$ cat src/rtl/txrxmem_arbiter.sv
// Two-port arbiter for the single-port tx/rx buffer RAM: burst-limited round-robin,
// registered RAM command, and read data steered back to the port that issued the read.
module txrxmem_arbiter #(
  parameter int AW       = 10,
  parameter int DW       = 8,
  parameter int MAXBURST = 4
) (
  input  logic          clk,
  input  logic          reset,
  input  logic          a_req,
  input  logic          a_we,
  input  logic [AW-1:0] a_addr,
  input  logic [DW-1:0] a_wdata,
  output logic          a_gnt,
  output logic          a_rvalid,
  output logic [DW-1:0] a_rdata,
  input  logic          b_req,
  input  logic          b_we,
  input  logic [AW-1:0] b_addr,
  input  logic [DW-1:0] b_wdata,
  output logic          b_gnt,
  output logic          b_rvalid,
  output logic [DW-1:0] b_rdata,
  output logic [AW-1:0] ram_addr,
  output logic          ram_we,
  output logic [DW-1:0] ram_wdata,
  input  logic [DW-1:0] ram_rdata
);

  localparam int CW = $clog2(MAXBURST + 1);
  localparam logic [CW-1:0] MAX_C = CW'(MAXBURST);

  typedef enum logic {
    OWN_A = 1'b0,
    OWN_B = 1'b1
  } owner_e;

  owner_e          owner_q, owner_d;
  logic [CW-1:0]   burst_cnt_q, burst_cnt_d;
  logic [AW-1:0]   ram_addr_q, ram_addr_d;
  logic            ram_we_q, ram_we_d;
  logic [DW-1:0]   ram_wdata_q, ram_wdata_d;
  logic            rd_vld_p0_q, rd_vld_p0_d;
  owner_e          rd_id_p0_q, rd_id_p0_d;
  logic            rd_vld_p1_q, rd_vld_p1_d;
  owner_e          rd_id_p1_q, rd_id_p1_d;

  logic            gnt_any;
  owner_e          gnt_sel;
  logic            sel_we;
  logic [AW-1:0]   sel_addr;
  logic [DW-1:0]   sel_wdata;

  function automatic logic [CW-1:0] sat_inc(input logic [CW-1:0] cnt);
    return (cnt >= MAX_C) ? MAX_C : cnt + CW'(1);
  endfunction

  function automatic owner_e other_port(input owner_e own);
    return (own == OWN_A) ? OWN_B : OWN_A;
  endfunction

  // Grant decision: owner keeps the RAM under contention until its burst is used up
  always_comb begin
    gnt_any     = 1'b0;
    gnt_sel     = owner_q;
    owner_d     = owner_q;
    burst_cnt_d = burst_cnt_q;
    if (!reset && (a_req || b_req)) begin
      gnt_any = 1'b1;
      if (a_req && b_req) begin
        gnt_sel = (burst_cnt_q < MAX_C) ? owner_q : other_port(owner_q);
      end else begin
        gnt_sel = a_req ? OWN_A : OWN_B;
      end
      if (gnt_sel == owner_q) begin
        burst_cnt_d = sat_inc(burst_cnt_q);
      end else begin
        owner_d     = gnt_sel;
        burst_cnt_d = CW'(1);
      end
    end
  end

  assign a_gnt = gnt_any && (gnt_sel == OWN_A);
  assign b_gnt = gnt_any && (gnt_sel == OWN_B);

  // Command stage: load the winner's fields; address/data hold when idle
  always_comb begin
    sel_we      = (gnt_sel == OWN_A) ? a_we    : b_we;
    sel_addr    = (gnt_sel == OWN_A) ? a_addr  : b_addr;
    sel_wdata   = (gnt_sel == OWN_A) ? a_wdata : b_wdata;
    ram_we_d    = gnt_any && sel_we;
    ram_addr_d  = gnt_any ? sel_addr  : ram_addr_q;
    ram_wdata_d = gnt_any ? sel_wdata : ram_wdata_q;
    rd_vld_p0_d = gnt_any && !sel_we;
    rd_id_p0_d  = gnt_sel;
    rd_vld_p1_d = rd_vld_p0_q;
    rd_id_p1_d  = rd_id_p0_q;
  end

  always_ff @(posedge clk) begin
    if (reset) begin
      owner_q     <= OWN_A;
      burst_cnt_q <= '0;
      ram_addr_q  <= '0;
      ram_we_q    <= 1'b0;
      ram_wdata_q <= '0;
      rd_vld_p0_q <= 1'b0;
      rd_id_p0_q  <= OWN_A;
      rd_vld_p1_q <= 1'b0;
      rd_id_p1_q  <= OWN_A;
    end else begin
      owner_q     <= owner_d;
      burst_cnt_q <= burst_cnt_d;
      ram_addr_q  <= ram_addr_d;
      ram_we_q    <= ram_we_d;
      ram_wdata_q <= ram_wdata_d;
      rd_vld_p0_q <= rd_vld_p0_d;
      rd_id_p0_q  <= rd_id_p0_d;
      rd_vld_p1_q <= rd_vld_p1_d;
      rd_id_p1_q  <= rd_id_p1_d;
    end
  end

  assign ram_addr  = ram_addr_q;
  assign ram_we    = ram_we_q;
  assign ram_wdata = ram_wdata_q;

  // Read return: the RAM's synchronous output lines up with the second tag stage
  assign a_rvalid = rd_vld_p1_q && (rd_id_p1_q == OWN_A);
  assign b_rvalid = rd_vld_p1_q && (rd_id_p1_q == OWN_B);
  assign a_rdata  = ram_rdata;
  assign b_rdata  = ram_rdata;

endmodule

$ cat config.mk
export PLATFORM = sky130hd
export DESIGN_NAME = txrxmem_arbiter
export DESIGN_NICKNAME = d
export VERILOG_FILES = /design/src/rtl/txrxmem_arbiter.sv
export SDC_FILE = /design/constraint.sdc
export NUM_CORES = 1
export LEC_CHECK = 0
export ABC_AREA = 1
export CORE_ASPECT_RATIO = 1.5
export CORE_MARGIN = 1
export CORE_UTILIZATION = 41
export CTS_BUF_LIST = sky130_fd_sc_hd__clkbuf_8
export CTS_CLUSTER_SIZE = 25
export DETAILED_ROUTE_END_ITERATION = 10
export PLACE_DENSITY_LB_ADDON = 0.05
export SLEW_MARGIN = 10
export SYNTH_ARGS = -nofsm -noshare
export SYNTH_HDL_FRONTEND = slang
export SYNTH_SLANG_ARGS = --single-unit
$ cat constraint.sdc
create_clock -name clk -period 2.7 [get_ports clk]
set_input_delay 0.54 -clock clk [delete_from_list [all_inputs] [get_ports clk]]
set_output_delay 0.54 -clock clk [all_outputs]
set_load 0.1 [all_outputs]
# After elaboration in Yosys (flattened, before gate mapping)
# Index checks and enable logic that the tools add are counted.
# totals
register_bits,27
word_cells,40
out_inout_bits,39
inputBits,50
# classes
magnitude_cmp,2
n_reduce_logical,12
eq_ne,1
muxes,12
n_bitwise,3
add_sub_neg,1
# ops
cell,count
two-way mux 10 bit,1
logical AND 1 bit,8
two-way mux 1 bit,8
two-way mux 8 bit,1
two-way mux 3 bit,2
adder 3 x 1 -> 3 bit (second input constant),1
greater-or-equal comparator 3 bit (second input constant),1
less-than comparator 3 bit (second input constant),1
NOT 1 bit,3
zero test 1 bit,2
AND reduction 2 bit,1
equality test 1 bit,1
logical OR 1 bit,1

# Logic depth before layout (Yosys ltp)
# logic_depth
ltp_word,8
mapped_depth,9
ltp_nobuf,8

# Worst setup path after synthesis
# No wires, ideal clock.
# synth_path
path_kind,flip-flop to output port
startpoint,reg rd_vld_p1_q
endpoint,out a_rvalid
arrival_time_ps,1599
required_ps,2160
setup_slack_ps,561
path_buffers,0
path_stages_with_launch,3
path_cell_list,dfxtp_1 -> inv_1 -> nor2_1
# synth_between
elab_chain_len,1
# synth_lines
item,line_no,source
start: declaration,45,"logic rd_vld_p1_q, rd_vld_p1_d;"
start signal: assignment,120,rd_vld_p1_q <= rd_vld_p1_d;
logical AND 1 bit,130,assign a_rvalid = rd_vld_p1_q && (rd_id_p1_q == OWN_A);
end: declaration,15,"output logic a_rvalid,"
# Every way passes these cells.

# Final worst setup path
# layout_path
startpoint,in a_req
endpoint,out b_gnt
# layout_between
elab_chain_len,5
word_cells_on_any_way,9
classes_between,mux (5); reduce/logical (4)
# layout_lines
item,line_no,source
start: declaration,10,"input logic a_req,"
two-way mux 1 bit / logical AND 1 bit (equally long branches),"73, 70",
two-way mux 1 bit,70,if (a_req && b_req) begin
two-way mux 1 bit (2 in a row),68,if (!reset && (a_req || b_req)) begin
logical AND 1 bit (*),85,assign b_gnt = gnt_any && (gnt_sel == OWN_B);
end: declaration,21,"output logic b_gnt,"
# Every way passes the cells marked *; elsewhere a longest branch is shown, timed or not. The select of a mux whose other input is x is not followed.

==> flow_summary.json <==
{
  "status": "complete, no violations",
  "vias_per_cell": 4.42,
  "cap_violations": 0,
  "drtIter0Drc": 36,
  "htreeDepth": 1,
  "finalCritPeriodShare_pct": 83.2,
  "fin_crit_ns": 2.25,
  "critPathLaunchType": "input pin",
  "gr-total-overflow": 0,
  "io_pins": 89,
  "post-cts-setup-buffer-count": 0,
  "dr.pass1.iters": 4,
  "skew_ns": 0.00113,
  "utilization_pct": 60.1,
  "dp.cells": 311,
  "hold_buffers": 0,
  "syn_avg_cell_area_um2": 6.59,
  "grt_pass1_wl_um": 5180,
  "remaining_drc_errors": 0,
  "holdCritPathClass": "register to register",
  "grt_pass1_vias": 1254,
  "yosys-top-cells-count": "nand2_1 (66), inv_1 (45), a21oi_1 (38), dfxtp_1 (27), buf_4 (16)",
  "synthFlopType": "dfxtp_1",
  "dr_total_vias": 1391,
  "rrSetupSlack_ns": 1.24,
  "wl_per_cell_um": 10.0,
  "ir_drop_uv": 377,
  "cts-root-buf": "clkbuf_8",
  "multi_input_area_um2": 593,
  "core-area_um2": 3420,
  "final-seq-area_um2": 541,
  "synth-edff-count": 0,
  "hold_viol_final": 0,
  "synth_area_leader_cell": "dfxtp_1",
  "arrival_ns": 1.71,
  "crit_required_ns": 2.16,
  "async_flop_share_pct": 0,
  "die_area_um2": 3850,
  "pre_cts_ws_ns": 0.441,
  "tns_ns": 0,
  "postCtsResizedCells": 0,
  "rsz0062_at_grt": "no",
  "grt_max_degree": 29,
  "path_class": "input pin to output port",
  "area_growth_syn_to_layout_pct": 39.1,
  "start_util_pct": 43.2,
  "slew_headroom_pct": 81.2,
  "end_kind": "output port",
  "power_density_nw_per_um2": 508,
  "synth_warnings": 0,
  "nets": 326,
  "synth_top_cell_area_share_pct": 36.6,
  "setup_ws_ns": 0.453,
  "fp-row-count": 26,
  "yosysSeqAreaShare_pct": 36.6,
  "setup_viol_count_final": 0,
  "ant_nets": 0,
  "worstMarginPinSlew_ns": 0.285,
  "syn_inst": 224,
  "synth.area.top_cells": "dfxtp_1 (37%), nand2_1 (17%), a21oi_1 (13%)",
  "wirelength_um": 3150,
  "clk_pin_slew_ns": 0.09,
  "power.total_uw": 1040,
  "clockBufferDepth": 2,
  "track_usage_pct": 17.5,
  "synth.most_common_cell": "nand2_1",
  "io_buffers": 64,
  "fp.dieH_um": 75.5,
  "clkLatencyLatePin_ns": 0.26,
  "place_hpwl_um": 2320,
  "cts_sinks": 27,
  "final_max_slew_viol_count": 0,
  "drive_gt1_share_pct": 14.3,
  "fmax_mhz": 445,
  "globalplace.congestion": 0.809,
  "fillers": 344,
  "cts_tree": "built",
  "worstPathMaxFanout": 5,
  "antenna_cells": 0,
  "leakagePower_uw": 0.00106,
  "cts_buffers": 3,
  "final_cell_count_no_fill": 315,
  "die_w_um": 51.0,
  "synth_seq_cells": 27,
  "grt_antenna_before_repair": 0,
  "synth.cell_area_um2": 1480,
  "synth_nets": 276,
  "ys_types": 21
}
-- power breakdown --
part | switching, µW | internal (µW)
clock | 116 | 102
sequential | 12.9 | 425
combinational | 260 | 127
total | 388 | 653
-- layer usage --
| metal | wire, µm | part of all wire, % | vias to the layer above | global-route usage [%] |
|---|---|---|---|---|
| li1 | - | - | 749 | - |
| met1 | 1360 | 43 | 589 | 20.6 |
| met2 | 1520 | 48 | 51 | 30.7 |
| met3 | 243 | 7.7 | 2 | 4.59 |
| met4 | 21 | 0.67 | 0 | 5.56 |
| met5 | 0 | 0 | - | 0 |
-- logic make-up after synthesis --
group                    Yosys count  synth area share [%]
AO/OA/AOI/OAI                     41                  13.9
buffers and inverters             71                  23.2
AND/OR/NAND/NOR                   82                  24.0
XOR/XNOR                           1                 0.594
adder cells (fa/ha/maj)            2                  1.70
flip-flops                        27                  36.6
-- final timing paths --
path         cells past startpoint             end        start
max reg2reg                      8  burst_cnt_q[0]      owner_q
min reg2reg                      2     rd_vld_p1_q  rd_vld_p0_q
min                              2     rd_vld_p1_q  rd_vld_p0_q
max                              6           b_gnt        a_req
-- layout make-up --
cell class / count / area share [%]
Clock buffer: 3 / 2.01
Clock inverter: 1 / 0.183
Inverter: 48 / 8.90
Multi-Input combinational cell: 126 / 28.9
Sequential cell: 27 / 26.3
Tap cell: 42 / 2.56
Timing Repair Buffer: 68 / 31.1
-- metrics by stage --
step	hold slack [ns]	area, µm²
floorplan	0.388	1480
global placement	0.393	2010
detailed placement	0.395	2010
CTS	0.410	2050
global route	0.433	2050
finish	0.408	2050
-- state kept, by name, indices dropped and copies added, names as in the netlist --
| register | cells |
|---|---|
| rd_vld_p1_q | 1 |
| rd_id_p0_q | 1 |
| ram_addr | 10 |
| ram_wdata | 8 |
| ram_we | 1 |
| owner_q | 1 |
| rd_vld_p0_q | 1 |
| burst_cnt_q | 3 |
| rd_id_p1_q | 1 |
-- critical path, cell delays in order --
cell,delay [ns]
clkdlybuf4s50_1,0.55
nor2_2,0.08
nor2_4,0.15
nand2_1,0.11
inv_1,0.10
buf_12,0.18
-- cell usage in the layout (no fill, tap or decap) --
cell             count
o21ai_0              3
a21oi_1             38
dfxtp_1             27
clkdlybuf4s50_1     41
nand3_1              4
nand3_2              1
nand2_4              2
nand2_1             66
inv_2                2
inv_4                1
nor2_4               1
buf_4               25
ha_1                 2
nor2_1               4
nor2_2               1
clkbuf_8             3
inv_1               46
buf_12               2
nand2_2              1
nand3b_1             2
xor2_1               1
No activity file was read; power rests on OpenSTA's default activity.
==> RTL change 1: new RTL, same flow settings <==
Take the reset off `ram_addr_q` and load it in a clocked block of its own.
--- a/src/rtl/txrxmem_arbiter.sv
+++ b/src/rtl/txrxmem_arbiter.sv
@@ -102,7 +102,6 @@
     if (reset) begin
       owner_q     <= OWN_A;
       burst_cnt_q <= '0;
-      ram_addr_q  <= '0;
       ram_we_q    <= 1'b0;
       ram_wdata_q <= '0;
       rd_vld_p0_q <= 1'b0;
@@ -112,7 +111,6 @@
     end else begin
       owner_q     <= owner_d;
       burst_cnt_q <= burst_cnt_d;
-      ram_addr_q  <= ram_addr_d;
       ram_we_q    <= ram_we_d;
       ram_wdata_q <= ram_wdata_d;
       rd_vld_p0_q <= rd_vld_p0_d;
@@ -120,6 +118,10 @@
       rd_vld_p1_q <= rd_vld_p1_d;
       rd_id_p1_q  <= rd_id_p1_d;
     end
+  end
+
+  always_ff @(posedge clk) begin
+    ram_addr_q <= ram_addr_d;
   end
 
   assign ram_addr  = ram_addr_q;
Behaviour: differs if reset is asserted again (counterexample within 4 cycles, from zero or initial values and one cycle with reset high); with reset held inactive, the same outputs for 10 cycles.
==> RTL change 1 against the unedited design <==
Clock power rose by 7%. Sequential power up 7.8%. Worst hold slack improved by 0.0028 ns. Design area fell by 3.9%. Count of clock-buffer cells in the layout is the same. Register-to-register slack lost 0.02 ns. Die area is 5.4% lower. Setup slack got worse by 0.20 ns. Fmax decreased by 8.0%. Synthesized area decreased by 5.6%. Final cell count decreased by 14%. Sequential cell count stayed put. Routed wire length grew 3.7%. Power increased by 7.2%. Critical endpoint unchanged.
==> RTL change 1: results (changes against the unedited design) <==
- Number of flip-flops in the largest register: 10 (unchanged)
- Max H-tree Level: 1 (unchanged)
- Crit path max-delay family: buffers and inverters
- Worst VDD drop: 0.289 mV (-23%)
- Register area share after synthesis: 46.0% (+9.4 points)
- PortBufs: 64 (unchanged)
- HP Class: reg2reg
- Status: finished, final reports clean
- Pin count of the biggest net entering global routing: 17 (-41%)
- Yosys Warn Count: 0 (unchanged)
- Post-synth cell types: 20 (-4.8%)
- Ant. Diodes: 0 (unchanged)
- RR Startpoint: burst_cnt_q[2]
- Top cells by count, synth: nand2_1 (71), inv_1 (21), buf_4 (17), dfxtp_1 (17), a21oi_1 (16)
- Total GRT Usage: 18.7% (+1.2 points)
- Clock Pin Slew Worst Setup and Hold Paths: 0.10 ns
- DPL Wire Length: 2580 um (+11%)
- Clk buf depth: 2 (unchanged)
- Post-CTS setup buffers: 0 (unchanged)
- R2R Path End: ram_addr[4]
- Hold Startpoint: rd_vld_p0_q
- Worst R2R Setup Slack: 1.22 ns (-0.02 ns)
- Max FO, Critical Path: 6 (+1)
- CP max stage cell: clkdlybuf4s50_1
- Cts repair resizes: 0 (unchanged)
- Initial antenna violation count: 0 (unchanged)
- Layout cell share with drive strength beyond 1: 16.5% (+2.2 points)
- Main area contributors after synthesis: dfxtp_1 (24%), edfxtp_1 (22%), nand2_1 (19%)
- Num CTS Buffers: 3 (unchanged)
- First-pass GRT wire length: 5290 um (+2.1%)
- P_leak: 0.959 nW (-9.6%)
- Post-synth EDFFs: 10 (+10)
- Vias/cell: 4.64 (+5.2%)
- Predominant post-synthesis flop cell: dfxtp_1
- Worst Path Arrival: 1.90 ns (+0.19 ns)
- Clock latency on the worst-skew pair: 0.27 ns
- Worst r2r path cells: 8 (unchanged)
- CP max stage delay: 0.53 ns (-0.02 ns)
- WHS Endpoint: rd_vld_p1_q
- # fillers: 308 (-10%)
- Iteration-0 DRC count of the detailed router: 15 (-58%)
- Ys async rst share: 0% (unchanged)
- Drt pass-1 iters: 4 (unchanged)
- Placer Congestion: 0.751 (-7.1%)
- Drt wl/cell: 12.1 um (+21%)
- Final net count: 283 (-13%)
- Layout Skew: 0.00556 ns (+0.00443 ns)
- Hold path depth: 2 (unchanged)
- Mapped Nets: 232 (-16%)
- CTS root buffer: clkbuf_8
- Worst slew pin tran: 0.406 ns (+0.122 ns)
- Number of global-route vias before repair: 1170 (-6.7%)
RTL change 1: changes by cell type in the layout (fill, tap and decap cells not counted), moves of 2 or more:
cell / change
edfxtp_1: +10
inv_1: -25
buf_4: -2
dfxtp_1: -10
nand3b_1: +2
nand3_1: -2
nand2_1: +5
a21oi_1: -22
RTL change 1: logic make-up after synthesis:
| logic type | after synthesis | synth area share, % |
|---|---|---|
| DFF | 27 | 46.0 |
| xor gates and xnor gates | 1 | 0.629 |
| adders and majority gates | 2 | 1.80 |
| buffers and inverters | 45 | 17.1 |
| and+or+nand+nor | 86 | 27.7 |
| AOI/OAI and AO/OA | 19 | 6.83 |
RTL change 1: layer usage:
layer	global-route usage [%]	share of wire (%)
met5	0	0
met4	8.25	1.6
met3	2.90	5.8
met2	34.5	52
met1	20.8	41
RTL change 1: area by class of cell:
type	count	area, um^2	area share (%)
repair buffers	66	623	31.6
clock inverters	1	6.26	0.317
flip-flops and latches	27	641	32.5
clock buffers	3	41.3	2.09
inverters	25	96.3	4.89
multi-input cells	108	514	26.1
well taps	40	50.0	2.54
RTL change 1: how the worst max path moves through the flow:
stage	startpoint	slack [ns]	endpoint	cells past startpoint
2_1_floorplan	rd_vld_p1_q	0.56	a_rvalid	2
3_3_place_gp	b_req	0.28	b_gnt	6
3_5_place_dp	b_req	0.25	b_gnt	6
4_1_cts	b_req	0.25	b_gnt	6
5_1_grt	b_req	0.17	b_gnt	6
6_report	b_req	0.26	b_gnt	6
RTL change 1: worst register-to-register path: cells and delay by family, from the launching register on:
kind / cells / cell delay, ns
and+or+nand+nor: 6 / 0.67
DFF: 1 / 0.34
buffers and inverters: 2 / 0.25
RTL change 1: power breakdown:
group / switching (W) / internal (W)
sequential: 0.0000140 / 0.000458
combinational: 0.000285 / 0.000126
clock: 0.000129 / 0.000106
RTL change 1: stage by stage:
stage / setup WS (ns) / total power, W / cells / cell area (um^2) / hold slack [ns]
final: 0.257 / 0.00112 / 270 / 1970 / 0.411
after global routing: 0.171 / 0.00117 / 270 / 1970 / 0.439
after CTS: 0.247 / 0.00112 / 270 / 1970 / 0.415
after detailed placement: 0.247 / 0.000894 / 266 / 1920 / 0.400
after global placement: 0.278 / 0.000888 / 266 / 1920 / 0.398
after floorplan: 0.561 / 0.000874 / 180 / 1390 / 0.388
==> RTL change 2: new RTL, same flow settings <==
Without the edit above. Change the parameter `MAXBURST` from 4 to 8.
--- a/src/rtl/txrxmem_arbiter.sv
+++ b/src/rtl/txrxmem_arbiter.sv
@@ -3,7 +3,7 @@
 module txrxmem_arbiter #(
   parameter int AW       = 10,
   parameter int DW       = 8,
-  parameter int MAXBURST = 4
+  parameter int MAXBURST = 8
 ) (
   input  logic          clk,
   input  logic          reset,
Behaviour: not the same (a bounded check fails within 10 cycles, from zero or initial values and one cycle with reset high).
==> RTL change 2 against the unedited design <==
Critical path depth shrank 1. First-iteration DRC count fell by 11%. Sequential power up 3%. Design area increased by 10%. Sequential cell count is 1 higher. Combinational power grew 6.2%. Routed wire length up 15%. Fmax fell by 2.5%. Clock power is 51% higher. Setup slack worse by 0.057 ns. Power is 15% higher. Synthesized area up 14%. Critical endpoint is now a_gnt. Highest routed layer unchanged.
==> RTL change 2: results (changes against the unedited design) <==
- Status: finished, final reports clean
- HP Class: reg2reg
- Slew HR: 75.5% (-5.7 points)
- Placed insts: 325 (+4.5%)
- FMAX: 0.434 GHz (-2.5%)
- Adder-Cell Fraction of Synth Area: 1.49% (-0.21 points)
- Post-Synth XOR/XNOR Area: 0% (-0.59 points)
- Top cell type's share of synthesized area: 33.3% (-3.4 points)
- Drt pass-1 iters: 4 (unchanged)
- Mapped Nets: 289 (+4.7%)
- Number of global-route vias before repair: 1375 (+9.6%)
- First-pass GRT wire length: 5700 um (+10%)
- Iteration-0 DRC count of the detailed router: 32 (-11%)
- Total GRT Usage: 17.6% (+0.084 points)
- Top cells by count, synth: inv_1 (50), nand2_1 (48), a21oi_1 (31)
- Final WL: 3630 um (+15%)
- DPL Wire Length: 2640 um (+14%)
- Register area share after synthesis: 33.3% (-3.4 points)
- Layout Skew: 0.00614 ns (+0.00502 ns)
- Vias/cell: 4.61 (+4.3%)
- Layout cell share with drive strength beyond 1: 23.2% (+9.0 points)
- P_leak: 1.13 nW (+6.9%)
- Max FO, Critical Path: 5 (unchanged)
- Main area contributors after synthesis: dfxtp_1 (33%), inv_1 (11%), nand2_1 (11%)
- Worst R2R Setup Slack: 1.27 ns (+0.03 ns)
- Critical Path Source: reset
- Drt wl/cell: 11.0 um (+10%)
- Post-synthesis cell count: 237 (+5.8%)
- Internal Power: 0.000772 W (+18%)
- Synth Area in Compound Gates: 15.7% (+1.8 points)
- # fillers: 410 (+19%)
- Placer Congestion: 0.880 (+8.7%)
- Post-synth cell types: 24 (+14%)
- Worst Path Arrival: 1.76 ns (+0.05 ns)
- Final net count: 337 (+3.4%)
RTL change 2: cell types whose count changed in the layout (fill, tap and decap cells not counted), moves of 2 or more:
cell,change
nand3_1,+2
inv_1,+4
a21oi_1,-7
nand2_2,+9
o21ai_0,-2
nand2_4,+9
nand2_1,-18
a21oi_2,+9
o21ai_1,+2
RTL change 2: final timing paths:
kind | cells after the start | endpoint
worst max-delay path | 5 | a_gnt
worst min-delay path | 2 | rd_vld_p1_q
worst max register to register | 8 | ram_addr[3]
worst min register to register | 2 | rd_vld_p1_q
RTL change 2: critical path, stage by stage:
cell             delay [ns]
clkdlybuf4s50_1        0.55
inv_1                  0.21
nand3_2                0.16
inv_1                  0.13
buf_12                 0.18
RTL change 2: cell type report:
type / instances / area [um^2] / area share, %
Clock buffer: 3 / 41.3 / 1.82
Clock inverter: 1 / 30.0 / 1.32
Inverter: 52 / 195 / 8.61
Multi-Input combinational cell: 132 / 746 / 32.9
Sequential cell: 28 / 561 / 24.7
Tap cell: 45 / 56.3 / 2.48
Timing Repair Buffer: 68 / 638 / 28.1
RTL change 2: metrics by stage:
| stage | cell area, um^2 | hold slack (ns) |
|---|---|---|
| floorplan | 1680 | 0.388 |
| global placement | 2200 | 0.389 |
| detailed placement | 2200 | 0.403 |
| CTS | 2270 | 0.418 |
| global route | 2270 | 0.428 |
| finish | 2270 | 0.412 |
RTL change 2: per-layer routing:
layer / vias to the layer above / wire (um) / track usage [%]
met3: 6 / 254 / 2.65
met5: - / 0 / 0
met1: 669 / 1430 / 18.4
li1: 786 / - / -
met2: 55 / 1890 / 33.0
met4: 0 / 56 / 6.41
RTL change 2: power groups by stage:
stage	sequential, W	combinational, W	clock, W
2_1_floorplan	0.000601	0.000267	0
4_1_cts	0.000453	0.000415	0.000346
3_3_place_gp	0.000462	0.000414	0
5_1_grt	0.000456	0.000439	0.000358
6_report	0.000452	0.000411	0.000330
3_5_place_dp	0.000462	0.000414	0
RTL change 2: cells by family (layout without fill, tap and decap cells):
group | after synthesis | after routing
flops | 28 | 28
compound gates | 45 | 45
buf+inv | 77 | 124
simple gates | 85 | 85
fa+ha+maj | 2 | 2
